[config.mk]
export PLATFORM = sky130hd
export DESIGN_NAME = inst_fetch_line_buffer_flat
export DESIGN_NICKNAME = d
export VERILOG_FILES = /design/src/rtl/inst_fetch_line_buffer_if.sv /design/src/rtl/inst_fetch_line_buffer.sv /design/src/flat_wrapper.sv
export SDC_FILE = /design/constraint.sdc
export NUM_CORES = 1
export LEC_CHECK = 0
export ABC_AREA = 1
export BUFFER_PORTS_ARGS = -buffer_cell sky130_fd_sc_hd__buf_2
export CORE_ASPECT_RATIO = 0.7
export CORE_MARGIN = 1
export CORE_UTILIZATION = 48
export CTS_BUF_LIST = sky130_fd_sc_hd__clkbuf_8
export DETAILED_ROUTE_END_ITERATION = 10
export MAX_ROUTING_LAYER = met4
export PLACE_DENSITY = 0.74
export SLEW_MARGIN = 30
export SYNTH_ARGS = -nofsm -noshare
export SYNTH_HDL_FRONTEND = slang
export SYNTH_SLANG_ARGS = --single-unit
[constraint.sdc]
create_clock -name clk -period 2.8 [get_ports clk]
set_clock_uncertainty 0.05 [all_clocks]
set_input_delay 0.7 -clock clk [delete_from_list [all_inputs] [get_ports clk]]
set_output_delay 0.7 -clock clk [all_outputs]
set_load 0.01 [all_outputs]
[src/rtl/inst_fetch_line_buffer_if.sv]
// Core-side fetch signals and instruction-memory handshake for the fetch line buffer.
interface inst_fetch_line_buffer_if #(
   parameter int CNT_W = 16
);
   logic [31:0]      pc;
   logic [31:0]      inst;
   logic             stall;
   logic             flush;
   logic             mem_req;
   logic [31:0]      mem_addr;
   logic             mem_ack;
   logic [31:0]      mem_rdata;
   logic [CNT_W-1:0] miss_count;

   // Environment side: the core plus the instruction memory.
   modport master (
      output pc, flush, mem_ack, mem_rdata,
      input  inst, stall, mem_req, mem_addr, miss_count
   );

   // Line buffer side.
   modport slave (
      input  pc, flush, mem_ack, mem_rdata,
      output inst, stall, mem_req, mem_addr, miss_count
   );
endinterface

[src/rtl/inst_fetch_line_buffer.sv]
// One-line direct-mapped instruction cache in front of the core. A miss stalls the
// core and refills the whole line, word by word in address order, over req/ack.
module inst_fetch_line_buffer #(
   parameter int          LINE_WORDS = 4,
   parameter logic [31:0] NOP_INST   = 32'h0000_0000,
   parameter int          CNT_W      = 16
) (
   input  logic                    clk,
   input  logic                    rst,
   inst_fetch_line_buffer_if.slave bus
);
   localparam int               IDX_W    = $clog2(LINE_WORDS);
   localparam int               OFF      = IDX_W + 2;
   localparam int               TAG_W    = 32 - OFF;
   localparam logic [IDX_W-1:0] LAST_IDX = IDX_W'(LINE_WORDS - 1);

   typedef enum logic {IDLE, REFILL} state_t;

   state_t           state_q, state_d;
   logic             line_valid_q, line_valid_d;
   logic [TAG_W-1:0] tag_q, tag_d;
   logic [IDX_W-1:0] cnt_q, cnt_d;
   logic [CNT_W-1:0] miss_count_q, miss_count_d;
   logic             mem_req_q, mem_req_d;
   logic [31:0]      mem_addr_q, mem_addr_d;
   logic             pending_flush_q, pending_flush_d;
   logic [31:0]      line_q [LINE_WORDS];

   logic [TAG_W-1:0] pc_tag;
   logic [IDX_W-1:0] pc_idx;
   logic [IDX_W-1:0] cnt_inc;
   logic             unused_pc_bits;
   logic             hit;
   logic             start_refill;
   logic             ack;
   logic             last_ack;
   logic [31:0]      inst;
   logic             stall;

   assign pc_tag         = bus.pc[31:OFF];
   assign pc_idx         = bus.pc[OFF-1:2];
   assign unused_pc_bits = ^bus.pc[1:0];
   assign cnt_inc        = cnt_q + 1'b1;

   // Only an idle, valid line with a matching tag can answer the core.
   assign hit          = (state_q == IDLE) && line_valid_q && (tag_q == pc_tag);
   // A flush in the same cycle wins; the miss is taken on the next cycle instead.
   assign start_refill = (state_q == IDLE) && !hit && !bus.flush;
   // Acks outside a refill are ignored since no request is outstanding.
   assign ack          = (state_q == REFILL) && bus.mem_ack;
   assign last_ack     = ack && (cnt_q == LAST_IDX);

   // State register.
   // NOTE: sequential state uses non-blocking assignments so every register samples
   // its inputs from before the edge, independent of process ordering.
   always_ff @(posedge clk or negedge rst) begin
      if (!rst) state_q <= IDLE;
      else      state_q <= state_d;
   end

   // Next-state logic: one refill per miss, ending on the ack of the last word.
   always_comb begin
      state_d = state_q;
      case (state_q)
         IDLE:    if (start_refill) state_d = REFILL;
         REFILL:  if (last_ack)     state_d = IDLE;
         default:                   state_d = IDLE;
      endcase
   end

   // Output logic: the addressed word on a hit, otherwise stall with a NOP.
   always_comb begin
      inst  = NOP_INST;
      stall = 1'b1;
      if (hit) begin
         inst  = line_q[pc_idx];
         stall = 1'b0;
      end
   end

   // Datapath next state: tag capture, word counter, request address, flush tracking.
   // NOTE: every variable gets its hold value first so no path leaves it unassigned,
   // which would otherwise infer a latch.
   always_comb begin
      line_valid_d    = line_valid_q;
      tag_d           = tag_q;
      cnt_d           = cnt_q;
      miss_count_d    = miss_count_q;
      mem_req_d       = mem_req_q;
      mem_addr_d      = mem_addr_q;
      pending_flush_d = pending_flush_q;
      if (state_q == IDLE) begin
         if (bus.flush) begin
            line_valid_d = 1'b0;
         end else if (start_refill) begin
            tag_d        = pc_tag;
            line_valid_d = 1'b0;
            cnt_d        = '0;
            mem_req_d    = 1'b1;
            mem_addr_d   = {pc_tag, {IDX_W{1'b0}}, 2'b00};
            if (miss_count_q != {CNT_W{1'b1}}) miss_count_d = miss_count_q + 1'b1;
         end
      end else begin
         // Outstanding acks cannot be aborted, so a flush only poisons the result.
         if (bus.flush) pending_flush_d = 1'b1;
         if (ack) begin
            cnt_d = cnt_inc;
            if (last_ack) begin
               mem_req_d       = 1'b0;
               line_valid_d    = !(pending_flush_q || bus.flush);
               pending_flush_d = 1'b0;
            end else begin
               mem_addr_d = {tag_q, cnt_inc, 2'b00};
            end
         end
      end
   end

   // Datapath registers; the async reset also drops mem_req immediately.
   always_ff @(posedge clk or negedge rst) begin
      if (!rst) begin
         line_valid_q    <= 1'b0;
         tag_q           <= '0;
         cnt_q           <= '0;
         miss_count_q    <= '0;
         mem_req_q       <= 1'b0;
         mem_addr_q      <= '0;
         pending_flush_q <= 1'b0;
      end else begin
         line_valid_q    <= line_valid_d;
         tag_q           <= tag_d;
         cnt_q           <= cnt_d;
         miss_count_q    <= miss_count_d;
         mem_req_q       <= mem_req_d;
         mem_addr_q      <= mem_addr_d;
         pending_flush_q <= pending_flush_d;
      end
   end

   // Line storage, written in fetch order as each word is acked.
   // NOTE: the line is small and is expected to read as zero after reset, so it is
   // built from resettable flops rather than an unreset RAM.
   always_ff @(posedge clk or negedge rst) begin
      if (!rst) begin
         for (int i = 0; i < LINE_WORDS; i++) line_q[i] <= '0;
      end else if (ack) begin
         line_q[cnt_q] <= bus.mem_rdata;
      end
   end

   assign bus.inst       = inst;
   assign bus.stall      = stall;
   assign bus.mem_req    = mem_req_q;
   assign bus.mem_addr   = mem_addr_q;
   assign bus.miss_count = miss_count_q;
endmodule
[src/flat_wrapper.sv]
// flat-port wrapper written by rule: the top's interface ports become plain ports
module inst_fetch_line_buffer_flat 
#(
   parameter int          LINE_WORDS = 4,
   parameter logic [31:0] NOP_INST   = 32'h0000_0000,
   parameter int          CNT_W      = 16
)
  (clk, rst, bus_pc, bus_flush, bus_mem_ack, bus_mem_rdata, bus_inst, bus_stall, bus_mem_req, bus_mem_addr, bus_miss_count);
  inst_fetch_line_buffer_if #(.CNT_W(CNT_W)) bus_i ();
  input  logic clk;
  input  logic rst;
  input wire logic [$bits(bus_i.pc)-1:0] bus_pc;
  input wire logic [$bits(bus_i.flush)-1:0] bus_flush;
  input wire logic [$bits(bus_i.mem_ack)-1:0] bus_mem_ack;
  input wire logic [$bits(bus_i.mem_rdata)-1:0] bus_mem_rdata;
  output wire logic [$bits(bus_i.inst)-1:0] bus_inst;
  output wire logic [$bits(bus_i.stall)-1:0] bus_stall;
  output wire logic [$bits(bus_i.mem_req)-1:0] bus_mem_req;
  output wire logic [$bits(bus_i.mem_addr)-1:0] bus_mem_addr;
  output wire logic [$bits(bus_i.miss_count)-1:0] bus_miss_count;
  assign bus_i.pc = bus_pc;
  assign bus_i.flush = bus_flush;
  assign bus_i.mem_ack = bus_mem_ack;
  assign bus_i.mem_rdata = bus_mem_rdata;
  assign bus_inst = bus_i.inst;
  assign bus_stall = bus_i.stall;
  assign bus_mem_req = bus_i.mem_req;
  assign bus_mem_addr = bus_i.mem_addr;
  assign bus_miss_count = bus_i.miss_count;
  inst_fetch_line_buffer #(.LINE_WORDS(LINE_WORDS), .NOP_INST(NOP_INST), .CNT_W(CNT_W)) u_core (.clk(clk), .rst(rst), .bus(bus_i));
endmodule
# --- Word-level counts from Yosys, hierarchy flattened ---
# Cells that the tools add are included.
classes:
  n_mux: 33
  magnitude_cmp: 3
  reduce_logical: 19
  bitwise_logic: 4
  add_sub_neg: 2
  eq_ne: 7
op_table:
  columns: ["op", "n"]
  rows:
  - ["$mux 32", 9]
  - ["$bwmux 128", 1]
  - ["$bmux 32 s2", 1]
  - ["$demux 32 s2", 1]
  - ["$eq 28x28->1", 1]
  - ["$add 16x1->16 const B", 1]
  - ["$mux 1", 16]
  - ["$ne 16x16->1 const B", 1]
  - ["$reduce_and 4->1", 3]
  - ["$reduce_and 3->1", 3]
  - ["$mux 2", 4]
  - ["$logic_and 1x1->1", 7]
  - ["$ge 3x3->1 const B", 2]
  - ["$ne 2x2->1 const B", 3]
  - ["$not 2->3", 2]
  - ["$logic_not 1->1", 3]
  - ["$lt 3x1->1 const B", 1]
  - ["$reduce_bool 3->1", 1]
  - ["$add 2x1->2 const B", 1]
  - ["$eq 2x2->1 const B", 1]
  - ["$ne 2x1->1 const B", 1]
  - ["$not 1->1", 2]
  - ["$pmux 1 s2", 1]
  - ["$reduce_bool 2->1", 1]
  - ["$logic_or 1x1->1", 1]
word_totals:
  inputBits: 68
  output_inout_bits: 82
  regBits: 210

# --- Depth between registers and ports, before layout ---
logic_depth:
  depth_word: 9
  mapped_depth: 15

# --- Worst setup path before layout ---
# No wires, ideal clock.
synth_path:
  path_kind: "in2out"
  from: "in bus_pc[4]"
  to: "out bus_inst[22]"
  slack_ns: 0.263
  t_arrival_ns: 1.787
  cell_stages: 10
  required_time_ns: 2.050
  n_path_buf: 1
  cell_sequence: "inv_1 > nor2_1 > nor2_1 > nand2_1 > nor2_1 > nand2_1 > nor2_1 > nand2_2 > clkbuf_1 > a21oi_1"
synth_via:
  elab_chain_len: 3
synth_rtl:
  columns: ["element", "line_no", "text"]
  rows:
  - ["start, declared", "flat_wrapper.sv:12", "input wire logic [$bits(bus_i.pc)-1:0] bus_pc;"]
  - ["$eq 28x28->1", "inst_fetch_line_buffer.sv:46", "assign hit = (state_q == IDLE) && line_valid_q && (tag_q == pc_tag);"]
  - ["$logic_and 1x1->1", "inst_fetch_line_buffer.sv:46", null]
  - ["$mux 32", "inst_fetch_line_buffer.sv:75", "if (hit) begin"]
  - ["end, declared", "flat_wrapper.sv:16", "output wire logic [$bits(bus_i.inst)-1:0] bus_inst;"]
# No other way between the ends.

# --- Worst setup path after layout ---
layout_path:
  from: "reg u_core.tag_q[7]"
  to: "out bus_inst[24]"
layout_via:
  elab_chain_len: 3
layout_rtl:
  columns: ["element", "line_no", "text"]
  rows:
  - ["start, declared", "inst_fetch_line_buffer.sv:21", "logic [TAG_W-1:0] tag_q, tag_d;"]
  - ["start signal, assigned", "inst_fetch_line_buffer.sv:131", "tag_q <= tag_d;"]
  - ["$eq 28x28->1", "inst_fetch_line_buffer.sv:46", null]
  - ["$logic_and 1x1->1", "inst_fetch_line_buffer.sv:46", null]
  - ["$mux 32", "inst_fetch_line_buffer.sv:75", null]
# No other way between the ends.

==> out/metrics.yaml <==
status: "finished with violations"
violations: "negative setup slack"
grt_pass1_wl_um: 39890
seq_area_frac_synth_pct: 52.61
synth_mux_area_share_pct: 0
worst_slew_pin_slew_ps: 717.4
cts.sinks: 208
syn_inst: 1261
critical_path_class: "reg -> out"
vias: 8775
use_met3_pct: 5.493
layout-area-overhead-vs-synth_pct: 19.68
io-pin-count: 150
cts_buffers: 34
synth_compound_area_share_pct: 15.32
crit_path_start_kind: "flop"
antenna_found_initial: 2
hold_class: "in -> async"
pre_cts_slack_ps: -34.93
holdBufCountCts: 0
final_common_cell: "nand2_1"
drive_above_1_share_pct: 19.16
worst-path-buf-inv: 3
final_area_mm2: 0.01184
synth_edf_count: 0
hpwl_um: 15700
io_buffers: 145
synthArstFlopShare_pct: 100.0
synth_top_family_by_area: "simple AND/OR/NAND/NOR gates"
cp.arrival_ps: 2190
nets: 1479
crit_slowest_cell: "dfrtp_1"
yosys.area.top_type: "dfrtp_1"
critPathMaxFanout: 18
syn-mean-instance-area_um2: 7.846
crit_chain: "inv_2, nand2_2, nand2_2, nand2_2, nor2_2, nand2_2, nor2_4, nand2_4, buf_6, a21oi_1, buf_2"
synth-seq-cells: 208
rrSetupSlack_ps: 390
synthSimpleGateAreaFrac_pct: 21.56
netlist.area_leader.share_pct: 52.61
core-area_mm2: 0.02001
cts-root-buf: "clkbuf_8"
grt_use_met1_pct: 35.60
drt-total-wl_um: 24670
place_area_mm2: 0.01096
rows: 43
wl_per_cell_um: 14.53
drv_slew: 0
yosysWarnings: 0
met2_usage_pct: 33.38
fmax_mhz: 340.1
die_height_um: 122.1
grt_start_max_net_pins: 67
globalRouteOverflowTotal: 0
die_w_um: 173.6
firstDrtPassIters: 5
synth_fa_ha_area_share_pct: 0.6324
rsz0062_at_grt: "true"
track_usage_pct: 24.22
instances_no_fill: 1698
leakagePower_nw: 6.081
crit_family: "simple AND/OR/NAND/NOR gates"
drtAntennaViolNets: 0
clock_latency_ps: 520
grt.busiest_layer: "met1"
via_per_inst: 5.168
grt_pass1_vias: 7709
critPathRequiredTime_ps: 2050
power.density_mw_per_mm2: 936.7
synthDistinctLibCells: 29
drcViolationCount: 0
clock_path_buffers: 3
setup_viol: 32
min_period_ps: 2940
place_congestion: 0.8309
h-tree-depth: 2
end_kind: "primary output"
die-area_mm2: 0.02120
path_clk_slew_ps: 60
peakVddDrop_uv: 444.1
max_cap_violations: 0
worst_slack_ps: -139.9
synth.area.top_cells: "dfrtp_1 53%, nand2_1 13%, o21ai_0 13%"
fin_crit_sh_pct: 105.0
netlist_area_mm2: 0.009893
synth_xor_area_share_pct: 2.213
place_inst: 1633
start_util_pct: 49.43
tritoncts: "built"
max-slew-margin-rel_pct: 52.17
slowest_delay_ps: 420
hold_viol: 0
synth-main-ff-cell: "dfrtp_1"
cp_common_cell: "nand2_2"
layout_common_cells: "328 x nand2_1, 254 x o21ai_0, 207 x dfrtp_1"
drt_iter0_markers: 783
metal layers:
metal	share of wire, %	up-vias
li1	-	4295
met1	49	4132
met2	43	313
met3	7.2	35
met4	1.4	0
met5	0	-
worst register-to-register path, stage by stage, from the launching register on:
cell,delay [ps]
dfrtp_2,360
buf_4,480
nand2_1,240
inv_1,230
nand2_2,70
nand2_1,110
o21ai_2,230
nand2_4,400
nand2_1,110
nand2_1,70
flip-flops by register name (all words and copies together), names as in the netlist:
name / count
u_core.bus.mem_req: 1
u_core.cnt_q: 2
u_core.bus.miss_count: 16
u_core.tag_q: 28
u_core.line_q: 128
u_core.pending_flush_q: 1
u_core.line_valid_q: 1
u_core.bus.mem_addr: 30
u_core.state_q: 1
cells in the mapped netlist (3+ instances only):
master / number
dfrtp_1: 208
nand2_1: 340
clkbuf_1: 49
buf_2: 9
inv_1: 101
o21ai_0: 254
nand3_1: 38
buf_1: 6
xnor2_1: 19
nand2_4: 3
ha_1: 5
o21ai_1: 14
nor2_1: 150
a21oi_1: 33
buf_6: 9
nand4_1: 4
xor2_1: 6
worst paths after layout:
path | from | end | depth (start not counted)
max | u_core.tag_q[7]$_DFFE_PN0P_ | bus_inst[24] | 11
min | rst | u_core.bus.miss_count[9]$_DFFE_PN0P_ | 1
max reg2reg | u_core.state_q$_DFF_PN0_ | u_core.bus.mem_addr[30]$_DFFE_PN0P_ | 9
min reg2reg | u_core.bus.mem_addr[27]$_DFFE_PN0P_ | u_core.bus.mem_addr[27]$_DFFE_PN0P_ | 2
max in group asynchronous | rst | u_core.line_q[48]$_DFFE_PN0P_ | 2
min in group clk | bus_pc[26] | u_core.tag_q[22]$_DFFE_PN0P_ | 3
cell families after synthesis:
logic type                 after synthesis
adders and majority gates                5
AOI/OAI and AO/OA                      302
DFF                                    208
and+or+nand+nor                        542
xor gates and xnor gates                25
buffers and inverters                  178
other                                    1
where the power goes:
| group | switching, mW | internal (mW) | leakage, nW |
|---|---|---|---|
| Combinational | 2.15 | 1.34 | 3.09 |
| Clock | 1.17 | 1.38 | 0.368 |
| Sequential | 0.759 | 4.29 | 2.62 |
| Total | 4.09 | 7.01 | 6.08 |
stage by stage:
stage | util, % | TNS, ps | hold WS, ps | total power, mW
floorplan | - | 0 | 354.4 | 7.390
global placement | 54.75 | -53.59 | 399.5 | 8.270
detailed placement | 54.75 | -47.04 | 403.6 | 8.463
CTS | 58.16 | -1471 | 93.15 | 11.08
global route | 59.15 | -6971 | 112.2 | 12.02
finish | 59.16 | -2824 | 99.49 | 11.09
area by class of cell:
| cell class | instances | area (um^2) |
|---|---|---|
| diodes | 3 | 7.507 |
| clock buffers | 40 | 550.5 |
| clock inverters | 15 | 88.84 |
| fillers | 1856 | 8174 |
| inverters | 103 | 386.6 |
| multi-input cells | 876 | 4103 |
| flip-flops and latches | 208 | 5206 |
| well taps | 270 | 337.8 |
| repair buffers | 183 | 1160 |
timing repair:
| item | 4_1_cts | 5_1_grt |
|---|---|---|
| buffers inserted | 1 | 5 |
| pin swaps | 2 | 11 |
| gates cloned | 0 | 1 |
| resized for setup | 10 | 33 |
| endpoints found under the setup margin | 32 | 33 |
No activity file was read; power rests on OpenSTA's default activity.
